File: config.mk
export PLATFORM = sky130hd
export DESIGN_NAME = song_sequencer
export DESIGN_NICKNAME = d
export VERILOG_FILES = /design/src/rtl/song_pkg.sv /design/src/rtl/edge_pulse.sv /design/src/rtl/song_sequencer.sv
export SDC_FILE = /design/constraint.sdc
export NUM_CORES = 1
export LEC_CHECK = 0
export BUFFER_PORTS_ARGS = -buffer_cell sky130_fd_sc_hd__buf_2
export CAP_MARGIN = 30
export CORE_MARGIN = 3
export CORE_UTILIZATION = 49
export DETAILED_ROUTE_END_ITERATION = 10
export GPL_TIMING_DRIVEN = 0
export PLACE_DENSITY = 0.68
export REMOVE_ABC_BUFFERS = 1
export SLEW_MARGIN = 15
export SYNTH_ARGS = -nofsm -noshare
export SYNTH_HDL_FRONTEND = slang
export SYNTH_SLANG_ARGS = --single-unit
File: constraint.sdc
create_clock -name clk -period 2.4 [get_ports clk]
set_input_delay 0.24 -clock clk [delete_from_list [all_inputs] [get_ports clk]]
set_output_delay 0.24 -clock clk [all_outputs]
set_load 0.02 [all_outputs]
File: src/rtl/song_pkg.sv
`default_nettype none
// ============================================================================
//  Module : song_pkg
//  Shared types and constants for the song sequencer: the ROM note record,
//  reserved note codes, per-note LED patterns and the sequencer state
//  encoding.
//  Revision : 1.0 - initial release
// ============================================================================
package song_pkg;

  // Default record field widths, matching the shipped song library.
  localparam int REC_NOTE_W = 4;
  localparam int REC_OCT_W  = 2;
  localparam int REC_DUR_W  = 4;

  // One ROM word: {note, octave, dur}, note in the most significant bits.
  typedef struct packed {
    logic [REC_NOTE_W-1:0] note;
    logic [REC_OCT_W-1:0]  octave;
    logic [REC_DUR_W-1:0]  dur;
  } note_rec_t;

  // Reserved note codes.
  localparam logic [REC_NOTE_W-1:0] NOTE_REST     = 4'd0;
  localparam logic [REC_NOTE_W-1:0] NOTE_END_CODE = 4'hF;

  // One-hot LED patterns, one lamp per note 1..7.
  localparam logic [6:0] LED_OFF = 7'b0000000;
  localparam logic [6:0] LED_N1  = 7'b0000001;
  localparam logic [6:0] LED_N2  = 7'b0000010;
  localparam logic [6:0] LED_N3  = 7'b0000100;
  localparam logic [6:0] LED_N4  = 7'b0001000;
  localparam logic [6:0] LED_N5  = 7'b0010000;
  localparam logic [6:0] LED_N6  = 7'b0100000;
  localparam logic [6:0] LED_N7  = 7'b1000000;

  // Sequencer states.
  typedef enum logic [2:0] {
    S_FETCH = 3'd0,
    S_LOAD  = 3'd1,
    S_HOLD  = 3'd2,
    S_END   = 3'd3,
    S_PAUSE = 3'd4
  } state_t;

  // LED pattern for a note code; rests and codes above 7 light nothing.
  function automatic logic [6:0] led_for_note(input int unsigned n);
    case (n)
      1:       return LED_N1;
      2:       return LED_N2;
      3:       return LED_N3;
      4:       return LED_N4;
      5:       return LED_N5;
      6:       return LED_N6;
      7:       return LED_N7;
      default: return LED_OFF;
    endcase
  endfunction

endpackage
`default_nettype wire

File: src/rtl/edge_pulse.sv
`default_nettype none
// ============================================================================
//  Module : edge_pulse
//  Rising-edge detector for a bus of level inputs. Each bit produces a single
//  pulse on its 0->1 transition; a level held high yields only one pulse.
//  Ports  : clk, reset (async, active-low), level_in[WIDTH], rise_out[WIDTH]
//  Revision : 1.0 - initial release
// ============================================================================
module edge_pulse #(
  parameter int WIDTH = 1
) (
  input  logic             clk,
  input  logic             reset,
  input  logic [WIDTH-1:0] level_in,
  output logic [WIDTH-1:0] rise_out
);

  logic [WIDTH-1:0] r_prev;

  always_ff @(posedge clk or negedge reset) begin
    if (!reset) begin
      r_prev <= '0;
    end else begin
      r_prev <= level_in;
    end
  end

  // Combinational so the edge is acted on at the same clock that samples it.
  assign rise_out = level_in & ~r_prev;

endmodule
`default_nettype wire

File: src/rtl/song_sequencer.sv
`default_nettype none
// ============================================================================
//  Module : song_sequencer
//  Auto-play sequencer: walks note records of the selected song in an
//  external synchronous ROM and drives note/octave/LED to the buzzer path.
//  Supports next/prev song select, play/pause, loop-or-advance at song end.
//  Ports  : clk, reset (async, active-low)
//           song_next, song_prev, play_pause (level inputs, rising-edge acted)
//           loop_en, rom_addr -> ROM, rom_data <- ROM ({note, octave, dur})
//           note_out, octave_out, led_out, song_idx, playing, song_done
//  Revision : 1.0 - initial release
// ============================================================================
module song_sequencer
  import song_pkg::*;
#(
  parameter int                CLK_PER_UNIT = 10000000,
  parameter int                NUM_SONGS    = 3,
  parameter int                SONG_LEN     = 56,
  parameter int                NOTE_W       = 4,
  parameter int                OCT_W        = 2,
  parameter int                DUR_W        = 4,
  parameter logic [NOTE_W-1:0] END_CODE     = NOTE_W'(NOTE_END_CODE),
  parameter int                ADDR_W       = $clog2(NUM_SONGS*SONG_LEN)
) (
  input  logic                            clk,
  input  logic                            reset,
  input  logic                            song_next,
  input  logic                            song_prev,
  input  logic                            play_pause,
  input  logic                            loop_en,
  output logic [ADDR_W-1:0]               rom_addr,
  input  logic [NOTE_W+OCT_W+DUR_W-1:0]   rom_data,
  output logic [NOTE_W-1:0]               note_out,
  output logic [OCT_W-1:0]                octave_out,
  output logic [6:0]                      led_out,
  output logic [((NUM_SONGS>1)?$clog2(NUM_SONGS):1)-1:0] song_idx,
  output logic                            playing,
  output logic                            song_done
);

  localparam int SIDX_W = (NUM_SONGS > 1) ? $clog2(NUM_SONGS) : 1;
  localparam int POS_W  = $clog2(SONG_LEN);
  // Duration is counted as units x cycles-per-unit with two small counters,
  // so the longest note never overflows whatever CLK_PER_UNIT is.
  localparam int UNIT_W = (CLK_PER_UNIT > 1) ? $clog2(CLK_PER_UNIT) : 1;

  localparam logic [SIDX_W-1:0] c_last_song = SIDX_W'(NUM_SONGS-1);
  localparam logic [POS_W-1:0]  c_last_pos  = POS_W'(SONG_LEN-1);
  localparam logic [UNIT_W-1:0] c_last_unit = UNIT_W'(CLK_PER_UNIT-1);

  // Edge detection on the user controls: bit 2 next, bit 1 prev, bit 0 play.
  logic [2:0] w_rise;

  edge_pulse #(.WIDTH(3)) u_edges (
    .clk      (clk),
    .reset    (reset),
    .level_in ({song_next, song_prev, play_pause}),
    .rise_out (w_rise)
  );

  logic w_sel_next, w_sel_prev, w_play_edge;
  // Opposing select edges in the same cycle cancel out entirely.
  assign w_sel_next  = w_rise[2] & ~w_rise[1];
  assign w_sel_prev  = w_rise[1] & ~w_rise[2];
  assign w_play_edge = w_rise[0];

  // Registered state.
  state_t              r_state;
  logic [SIDX_W-1:0]   r_song_idx;
  logic [POS_W-1:0]    r_pos;
  logic [UNIT_W-1:0]   r_unit_cnt;
  logic [DUR_W-1:0]    r_dur_cnt;
  logic                r_playing;
  logic [NOTE_W-1:0]   r_note;
  logic [OCT_W-1:0]    r_oct;
  logic [6:0]          r_led;
  logic [NOTE_W-1:0]   r_rec_note;  // last captured record, kept for resume
  logic [OCT_W-1:0]    r_rec_oct;

  // Next-state values.
  state_t              w_state_nxt;
  logic [SIDX_W-1:0]   w_song_nxt;
  logic [POS_W-1:0]    w_pos_nxt;
  logic [UNIT_W-1:0]   w_unit_nxt;
  logic [DUR_W-1:0]    w_dur_nxt;
  logic                w_play_nxt;
  logic [NOTE_W-1:0]   w_note_nxt;
  logic [OCT_W-1:0]    w_oct_nxt;
  logic [6:0]          w_led_nxt;
  logic [NOTE_W-1:0]   w_rec_note_nxt;
  logic [OCT_W-1:0]    w_rec_oct_nxt;

  // ROM record fields.
  logic [NOTE_W-1:0]   w_rom_note;
  logic [OCT_W-1:0]    w_rom_oct;
  logic [DUR_W-1:0]    w_rom_dur;
  logic [DUR_W-1:0]    w_dur_m1;

  assign w_rom_note = rom_data[NOTE_W+OCT_W+DUR_W-1 -: NOTE_W];
  assign w_rom_oct  = rom_data[OCT_W+DUR_W-1 -: OCT_W];
  assign w_rom_dur  = rom_data[DUR_W-1:0];
  // A zero duration plays as one unit.
  assign w_dur_m1   = (w_rom_dur == '0) ? '0 : w_rom_dur - 1'b1;

  always_comb begin
    w_state_nxt    = r_state;
    w_song_nxt     = r_song_idx;
    w_pos_nxt      = r_pos;
    w_unit_nxt     = r_unit_cnt;
    w_dur_nxt      = r_dur_cnt;
    w_note_nxt     = r_note;
    w_oct_nxt      = r_oct;
    w_led_nxt      = r_led;
    w_rec_note_nxt = r_rec_note;
    w_rec_oct_nxt  = r_rec_oct;
    // The select is applied first; the toggle then acts on the new song.
    w_play_nxt     = r_playing ^ w_play_edge;

    if (w_sel_next || w_sel_prev) begin
      // Song select pre-empts every state, including the END auto-advance.
      if (w_sel_next) begin
        w_song_nxt = (r_song_idx == c_last_song) ? '0 : r_song_idx + 1'b1;
      end else begin
        w_song_nxt = (r_song_idx == '0) ? c_last_song : r_song_idx - 1'b1;
      end
      w_pos_nxt   = '0;
      w_unit_nxt  = '0;
      w_dur_nxt   = '0;
      w_state_nxt = S_FETCH;
    end else begin
      case (r_state)
        S_FETCH: begin
          w_state_nxt = S_LOAD;
        end
        S_LOAD: begin
          if (w_rom_note == END_CODE) begin
            w_state_nxt = S_END;
          end else begin
            w_rec_note_nxt = w_rom_note;
            w_rec_oct_nxt  = w_rom_oct;
            w_unit_nxt     = '0;
            w_dur_nxt      = w_dur_m1;
            if (w_play_nxt) begin
              w_note_nxt  = w_rom_note;
              w_oct_nxt   = w_rom_oct;
              w_led_nxt   = led_for_note(32'(w_rom_note));
              w_state_nxt = S_HOLD;
            end else begin
              // Paused fetch: the record is kept, outputs stay silent.
              w_state_nxt = S_PAUSE;
            end
          end
        end
        S_HOLD: begin
          if (!w_play_nxt) begin
            w_state_nxt = S_PAUSE;
          end else if (r_unit_cnt == c_last_unit) begin
            w_unit_nxt = '0;
            if (r_dur_cnt == '0) begin
              if (r_pos == c_last_pos) begin
                w_state_nxt = S_END;
              end else begin
                w_pos_nxt   = r_pos + 1'b1;
                w_state_nxt = S_FETCH;
              end
            end else begin
              w_dur_nxt = r_dur_cnt - 1'b1;
            end
          end else begin
            w_unit_nxt = r_unit_cnt + 1'b1;
          end
        end
        S_END: begin
          w_pos_nxt = '0;
          if (!loop_en) begin
            w_song_nxt = (r_song_idx == c_last_song) ? '0 : r_song_idx + 1'b1;
          end
          w_state_nxt = S_FETCH;
        end
        S_PAUSE: begin
          if (w_play_nxt) begin
            w_note_nxt  = r_rec_note;
            w_oct_nxt   = r_rec_oct;
            w_led_nxt   = led_for_note(32'(r_rec_note));
            w_state_nxt = S_HOLD;
          end
        end
        default: begin
          w_state_nxt = S_FETCH;
        end
      endcase
    end

    // Going to pause silences the buzzer at once; octave is left as is.
    if (w_play_edge && !w_play_nxt) begin
      w_note_nxt = NOTE_W'(NOTE_REST);
      w_led_nxt  = LED_OFF;
    end
  end

  always_ff @(posedge clk or negedge reset) begin
    if (!reset) begin
      r_state    <= S_FETCH;
      r_song_idx <= '0;
      r_pos      <= '0;
      r_unit_cnt <= '0;
      r_dur_cnt  <= '0;
      r_playing  <= 1'b1;
      r_note     <= '0;
      r_oct      <= '0;
      r_led      <= '0;
      r_rec_note <= '0;
      r_rec_oct  <= '0;
    end else begin
      r_state    <= w_state_nxt;
      r_song_idx <= w_song_nxt;
      r_pos      <= w_pos_nxt;
      r_unit_cnt <= w_unit_nxt;
      r_dur_cnt  <= w_dur_nxt;
      r_playing  <= w_play_nxt;
      r_note     <= w_note_nxt;
      r_oct      <= w_oct_nxt;
      r_led      <= w_led_nxt;
      r_rec_note <= w_rec_note_nxt;
      r_rec_oct  <= w_rec_oct_nxt;
    end
  end

  assign rom_addr   = ADDR_W'(32'(r_song_idx) * 32'(SONG_LEN) + 32'(r_pos));
  assign note_out   = r_note;
  assign octave_out = r_oct;
  assign led_out    = r_led;
  assign song_idx   = r_song_idx;
  assign playing    = r_playing;
  assign song_done  = (r_state == S_END);

endmodule
`default_nettype wire

* Word level (Yosys, flattened, before mapping)
Cells that the tools add are included.
Cells by class: add/subtract/negate cells 7, multiply operators 1, eq/ne operators 39, multiplexer cells 51, bitwise operators 9, reductions and logical operators 20
Operators with widths (count):
- case mux 7 bit (7 select lines) | 2
- two-way mux 24 bit | 4
- case mux 24 bit (2 select lines) | 1
- two-way mux 4 bit | 11
- two-way mux 7 bit | 5
- equality test 4 x 3 -> 1 bit (second input constant) | 8
- two-way mux 6 bit | 5
- != test 3 bit (second input constant) | 10
- adder 24 x 1 -> 24 bit (second input constant) | 1
- equality test 24 bit (second input constant) | 1
- two-way mux 3 bit | 7
- two-way mux 2 bit | 10
- AND reduction 5 bit | 4
- equality test 4 x 2 -> 1 bit (second input constant) | 4
- case mux 4 bit (2 select lines) | 2
- case mux 7 bit (2 select lines) | 1
- case mux 3 bit (4 select lines) | 1
- case mux 6 bit (2 select lines) | 1
- AND reduction 3 bit | 3
- nonzero test 3 bit | 3
- adder 8 x 6 -> 8 bit | 1
- equality test 4 x 1 -> 1 bit (second input constant) | 2
- logical NOT 4 bit | 2
- != test 4 bit (second input constant) | 2
- other kinds (26) | 36
Word-level totals: register bits after elaboration 62, input port bits 16, word-level logic and storage cells 139

* Longest topological paths before layout
Gate-level depths: netlist of run 1.
word-level depth 8, mapped depth 9, depth with buffers taken out 7

* By module
Synthesis of run 1 repeated with hierarchy kept, for this count alone.
Second synthesis, totals: cell total of the unflattened synthesis 417, area, all modules 3870.0 sq um
By module, submodules not included:
- song_sequencer | times used 1, cells an instance 411, area an instance 3753.6 sq um, seq. area each 1477.7 sq um
- edge_pulse | times used 1, cells an instance 6, area an instance 116.4 sq um, seq. area each 75.1 sq um

* Worst setup path after synthesis of run 1
No wires, ideal clock.
path type reg2reg, from register r_playing (netlist: playing), to register r_unit_cnt[15], arrival 2357 ps, slack -77 ps, stages on the path, launching flop included 10, path buffers 2, period minus slack after synthesis 2477 ps, cell sequence dfstp_2 > inv_1 > ha_1 > buf_4 > or4bb_1 > o211a_1 > buf_6 > nor4_1 > xnor2_1 > nor2_2
Between the ends: longest elaborated chain between the ends 3
RTL lines:
- start, declared | RTL line song_sequencer.sv:73 | logic r_playing;
- start signal, assigned | RTL line song_sequencer.sv:220 | r_playing <= w_play_nxt;
- bitwise XOR 1 bit | RTL line song_sequencer.sv:117 | w_play_nxt = r_playing ^ w_play_edge;
- via w_play_nxt | RTL line song_sequencer.sv:86 | logic w_play_nxt;
- != test 3 bit (no source line)
- AND reduction 3 bit (no source line)
- end signal, assigned | RTL line song_sequencer.sv:218 | r_unit_cnt <= w_unit_nxt;
- end, declared | RTL line song_sequencer.sv:71 | logic [UNIT_W-1:0] r_unit_cnt;
The timed path passes the listed nets, and every way through them passes these cells. A chain may end at the register's enable or synchronous reset.

* Worst setup path in the final report of run 1
from register r_song_idx[0] (netlist: song_idx[0]), to output rom_addr[7]
Between the ends: longest elaborated chain between the ends 2
RTL lines:
- start, declared | RTL line song_sequencer.sv:69 | logic [SIDX_W-1:0] r_song_idx;
- start signal, assigned | RTL line song_sequencer.sv:216 | r_song_idx <= w_song_nxt;
- multiplier 2 x 3 -> 5 bit | RTL line song_sequencer.sv:229 | assign rom_addr = ADDR_W'(32'(r_song_idx) * 32'(SONG_LEN) + 32'(r_pos));
- adder 8 x 6 -> 8 bit | RTL line song_sequencer.sv:229
- end, declared | RTL line song_sequencer.sv:31 | output logic [ADDR_W-1:0] rom_addr,
Every way passes these cells.

==> run_results.csv, run 1 <==
group,metric,value,unit
synth,post-synth-top-count-cell,"dfrtp_1",
clock_network,clkTransAtPathRegs,60,ps
worst_setup_path,end_kind,"output pin",
finish,fin_nets,491,
power_and_ir_drop,leakage,2.04,nW
timing,fmax,432,MHz
global_route,first_global_vias,2883,
die,die_area,0.00891,mm²
global_route,antenna_found_initial,0,
power_and_ir_drop,switchingPower,0.00163,W
power_and_ir_drop,p_seq_share,34.7,%
worst_setup_path,arrival,2080,ps
die,rows,31,
power_and_ir_drop,powerDensity,961,mW/mm²
route,drt-pass1-iter-count,4,
timing,skew,9.52,ps
route,vias,3081,
worst_setup_path,r2r_cells,7,
clock_network,cts_buffers,9,
power_and_ir_drop,pwr-share-clk,24.1,%
timing,setup_violations,0,
clock_network,cts.sinks,62,
power_and_ir_drop,switching_share,38.2,%
finish,area_growth,16.3,%
power_and_ir_drop,cellInternalPower,0.00265,W
synth,synth_top_cell_area_share,39.9,%
route,wl_per_cell,14.1,µm
route,drt_iter0_markers,115,
worst_setup_path,startpoint_type,"flip-flop",
timing,hold_viol,0,
die,boundaryPins,41,
clock_network,ctsRootBufferMaster,"clkbuf_8",
timing,worst_slew_pin_slew,483,ps
timing,report.final.slew_viol_count,0,
clock_network,h-tree-depth,3,
synth,yosysUniqueCellTypes,57,
global_route,grt_max_degree,45,
route,ant_nets,0,
clock_network,cts_tree,"yes",
synth,yosys-top-cells-area,"dfrtp_1, nand2_1, ha_1",
synth,synth_seq_cells,62,
run_status,status,"complete, no violations",
power_and_ir_drop,fin_total_pwr,0.00428,W
power_and_ir_drop,combPwrFrac,41.2,%
clock_network,clock_path_buffers,2,
route,route.detailed.drc,0,
die,start_util,51.7,%
placed_design,routabilityCongestion,0.820,
run,drv_cap,0,
finish,final_util,60.1,%
synth,ys_async_sr_fraction,100,%
synth,ys_top_cells_by_count,"dfrtp_1, nand2_1, nor2_1, o21ai_0, inv_1",
die,die_h,94.4,µm
synth,ys_seq_area_share,40.6,%
global_route,grt_usage,19.0,%
placed_design,place_hpwl,5.47,mm
global_route,globalRouteOverflowTotal,0,
timing,fin_crit_sh,96.6,%
synth,netlist_area,0.00383,mm²
finish,drive_gt1_share,21.8,%
route,wl,7.92,mm
power_and_ir_drop,ir_worst_vdd,0.665,mV
placed_design,io_buffers,40,
timing,relSlewSlack,67.7,%
die,design.core.area,0.00741,mm²
min_path,hold_class,"input pin to flip-flop",
die,die_w,94.4,µm
synth,yosysTopAreaCell,"dfrtp_1",
synth,ys_warn_count,0,
route,via_per_inst,5.48,
synth,synth_edf_count,0,
min_path,worstHoldPathCells,1,
worst_setup_path,crit_path_max_fanout,5,
worst_setup_path,critical_path_class,"flip-flop to output pin",
clock_network,clock_latency,330,ps
worst_setup_path,cp.required,2160,ps
finish,num_antenna_cells,0,
timing,finalCriticalPeriod,2320,ps
synth,syn_inst,418,
synth,syn_avg_cell_area,9.16,µm²
synth,ys.flop_type,"dfrtp_1",
global_route,grt_pass1_wl,13.6,mm
==> critical path, cell delays in order, from the launching register on <==
cell     delay (ps)
dfrtp_2         440
inv_2           110
ha_4            220
fa_1            440
a21o_1          180
nand2_1          70
xnor2_1         120
buf_4           170
==> power by group through the flow <==
stage               Combinational, W  Sequential [W]  Clock (W)
floorplan                    0.00104         0.00157          0
global placement             0.00151         0.00148          0
detailed placement           0.00159         0.00149          0
CTS                          0.00172         0.00148    0.00106
global route                 0.00195         0.00152    0.00110
finish                       0.00176         0.00148    0.00103
==> through the flow <==
step / worst slack [ps] / area, µm² / TNS (ps) / hold WS [ps] / instances
4_1_cts: 23.2 / 4410 / 0 / 11.3 / 558
3_3_place_gp: -924 / 4030 / -24860 / 359 / 535
5_1_grt: -21.0 / 4450 / -69.3 / 19.5 / 562
2_1_floorplan: -293 / 3710 / -7850 / -55.6 / 396
6_report: 82.7 / 4450 / 0 / 28.7 / 562
3_5_place_dp: -516 / 4090 / -10180 / 151 / 538
==> cells by family after synthesis <==
kind of cell	share of synthesized area, %
mux	6.80
simple gates	26.7
xor+xnor	4.80
fa+ha+maj	5.42
flops	40.6
buf+inv	5.33
compound gates	10.4
==> layout by cell type (no fill, tap or decap), types with 6 or more instances in the layout <==
cell	instances
nand2_1	60
dfrtp_1	59
buf_2	38
nor2_1	26
o21ai_0	25
inv_1	20
nand3_1	19
mux2i_1	17
xnor2_1	13
a21oi_1	12
ha_1	12
clkbuf_8	11
buf_4	11
and3_1	10
nor3_1	8
mux2_2	8
xor2_1	8
or3_1	8
nor2b_1	7
nand4_1	7
nand2b_1	6
==> cell type report <==
class | instances | area (µm²)
Multi-Input combinational cell | 312 | 2140
Clock inverter | 4 | 70.1
Inverter | 22 | 82.6
Clock buffer | 11 | 151
Sequential cell | 62 | 1560
Timing Repair Buffer | 52 | 325
Fill cell | 646 | 2960
Tap cell | 99 | 124
==> layer usage <==
layer  up-vias  track usage, %  part of all wire (%)
met5         -               0                     0
met4         0            8.06                   1.2
met3         9            2.87                   3.3
met2        55            29.6                    47
met1      1476            26.6                    49
li1       1541               -                     -
==> state kept, by name (all words and copies together), names as in the netlist <==
name and count:
note_out 4, r_pos 6, led_out 7, r_dur_cnt 4, r_unit_cnt 24, song_idx 2, r_rec_note 4, u_edges.r_prev 3
playing 1, r_state 3, octave_out 2, r_rec_oct 2
==> repair_timing <==
action / 4_1_cts / 5_1_grt
pin swaps: 2 / 1
hold endpoints to repair: 18 / 0
cloned: 0 / 0
hold buffers: 1 / 0
gates resized for setup: 13 / 5
endpoints found under the setup margin: 35 / 25
buffers inserted: 4 / 4
==> final timing paths <==
check,endpoint,startpoint,slack [ps]
setup / recovery,rom_addr[7],song_idx[0],80
hold / removal,u_edges.r_prev[2],song_next,30
setup reg to reg,r_unit_cnt[23],playing,100
hold reg to reg,octave_out[0],octave_out[0],480
max in group asynchronous,playing,reset,1500
min in group asynchronous,r_unit_cnt[14],reset,340
Note: power is estimated with default switching activity, not from simulation.
==> inputs of run 2 (changes only) <==
- ABC_AREA: default -> 1
==> run_results.csv, run 2 <==
group,metric,value,unit
timing,fmax,439,MHz
clock_network,ctsRootBufferMaster,"clkbuf_8",
finish,num_antenna_cells,0,
synth,yosys.area_share.simple,37.8,%
global_route,grt_usage,20.4,%
synth,netlist_area,0.00419,mm²
synth,synthAdderAreaFrac,4.96,%
finish,largest_reg_flops,24,
synth,ys.flop_type,"dfrtp_1",
synth,ys_top_cells_by_count,"nand2_1, nor2_1, inv_1, dfrtp_1",
timing,worst_slew_pin_slew,566,ps
synth,synth_compound_area_share,9.38,%
timing,relSlewSlack,62.2,%
timing,finalCriticalPeriod,2280,ps
finish,final_util,57.1,%
synth,synth_edf_count,0,
worst_setup_path,cp.required,2160,ps
die,die_h,98.5,µm
placed_design,place_ws,94.4,ps
synth,yosysUniqueCellTypes,42,
synth,syn_avg_cell_area,7.14,µm²
die,design.core.area,0.00826,mm²
die,die_area,0.00969,mm²
timing,fin_crit_sh,94.9,%
worst_setup_path,critical_path_class,"flip-flop to output pin",
power_and_ir_drop,fin_total_pwr,0.00445,W
timing,rsz0062_at_grt,"no",
global_route,first_global_vias,3647,
synth,post-synth-top-count-cell,"nand2_1",
finish,fin_nets,659,
route,wl,9.21,mm
route,drt_iter0_markers,130,
finish,drive_gt1_share,15.0,%
worst_setup_path,r2r_slack,240,ps
global_route,globalRouteOverflowTotal,0,
global_route,antenna_found_initial,0,
synth,syn_inst,587,
clock_network,cts.sinks,62,
timing,report.final.slew_viol_count,0,
worst_setup_path,startpoint_type,"flip-flop",
placed_design,place_hpwl,6.76,mm
route,via_per_inst,5.17,
synth,synth_seq_cells,62,
synth,ys_warn_count,0,
finish,area_growth,12.5,%
placed_design,io_buffers,40,
route,wl_per_cell,12.5,µm
timing,setup_slack,122,ps
finish,layout_common_cells,"nand2_1, nor2_1, inv_1",
worst_setup_path,crit_path_max_fanout,5,
power_and_ir_drop,leakage,2.26,nW
timing,skew,8.28,ps
synth,yosys-top-cells-area,"dfrtp_1, nand2_1, nor2_1",
die,rows,33,
synth,ys_async_sr_fraction,100,%
placed_design,routabilityCongestion,0.872,
run,drv_cap,0,
worst_setup_path,end_kind,"output pin",
synth,synthXorXnorAreaFrac,1.25,%
clock_network,clock_latency,340,ps
timing,setup_violations,0,
synth,synth_top_cell_area_share,36.4,%
finish,top_register,"r_unit_cnt",
route,vias,3812,
min_path,hold_class,"input pin to flip-flop",
synth,synth_top_family_by_area,"simple AND/OR/NAND/NOR gates",
route,ant_nets,0,
route,route.detailed.drc,0,
global_route,grt_max_degree,51,
worst_setup_path,arrival,2040,ps
clock_network,cts_buffers,9,
finish,final_common_cell,"nand2_1",
clock_network,cts_tree,"yes",
run_status,status,"complete, no violations",
timing,tns,0,ps
clock_network,clock_path_buffers,2,
die,die_w,98.5,µm
die,start_util,50.7,%
power_and_ir_drop,powerDensity,944,mW/mm²
timing,hold_viol,0,
synth,ys_seq_area_share,37.1,%
power_and_ir_drop,ir_worst_vdd,0.735,mV
synth,yosysTopAreaCell,"dfrtp_1",
route,drt-pass1-iter-count,5,
synth,synth_mux_area_share,0.239,%
clock_network,clkTransAtPathRegs,70,ps
die,boundaryPins,41,
global_route,grt_pass1_wl,16.4,mm
clock_network,h-tree-depth,3,
run 2: cell types whose count changed after synthesis, sizes merged, moves of 16 or more:
cell   previous run  this run
nand2            60       177
mux2i            17         1
inv              22        68
nand3            19        51
nor2             28        89
o21ai            26        54
run 2: worst paths after layout:
kind                                   start                 to  cells after the start
max in group asynchronous              reset            playing                      3
max                              song_idx[0]        rom_addr[7]                      8
min in group asynchronous              reset     r_unit_cnt[12]                      2
min reg2reg                     r_dur_cnt[0]       r_dur_cnt[0]                      2
min                                song_prev  u_edges.r_prev[1]                      1
max reg2reg                u_edges.r_prev[1]      r_unit_cnt[7]                     11
run 2: layout make-up:
cell class,instances,area (µm²)
tap,105,131
clock inverter,5,82.6
clock buffer,11,141
fill,803,3540
sequential,62,1560
inverter,69,277
multi-input combinational,441,2260
timing repair buffer,44,263
run 2: per-stage QoR:
step / cells / hold WS (ps) / area, µm²
6_report: 737 / 19.7 / 4710
2_1_floorplan: 572 / -55.6 / 4070
3_5_place_dp: 718 / 109 / 4430
3_3_place_gp: 717 / 363 / 4400
5_1_grt: 737 / 4.03 / 4710
4_1_cts: 736 / 3.90 / 4690
run 2: logic make-up (layout without fill, tap and decap cells):
family	after synthesis	count (layout)
muxes	1	1
buffers and inverters	84	129
xor gates and xnor gates	6	6
DFF	62	62
AOI/OAI and AO/OA	73	73
adders and majority gates	16	16
and+or+nand+nor	345	345
run 2: layer usage:
metal,global-route usage [%],routed length [µm]
met2,34.0,4490
met3,5.02,307
met4,6.20,145
met5,0,0
met1,26.3,4270
run 2: worst max-delay path, stage by stage (launching register included):
cell	delay, ps
dfrtp_2	460
inv_4	100
ha_4	220
fa_1	420
nand2_1	80
nand2_1	50
nand2_1	80
xnor2_1	120
buf_4	160
run 2: what timing repair did:
action | in CTS | in global routing
setup buffers | 0 | 0
setup endpoints to repair | 1 | 41
hold buffers | 2 | 1
pin swaps | 0 | 0
hold endpoints to repair | 13 | 1
gates resized for setup | 3 | 7
run 2: power by group:
part	internal [W]	switching [W]	total, W
sequential	0.00128	0.000201	0.00148
clock	0.000613	0.000434	0.00105
combinational	0.000601	0.00133	0.00193
total	0.00249	0.00196	0.00445
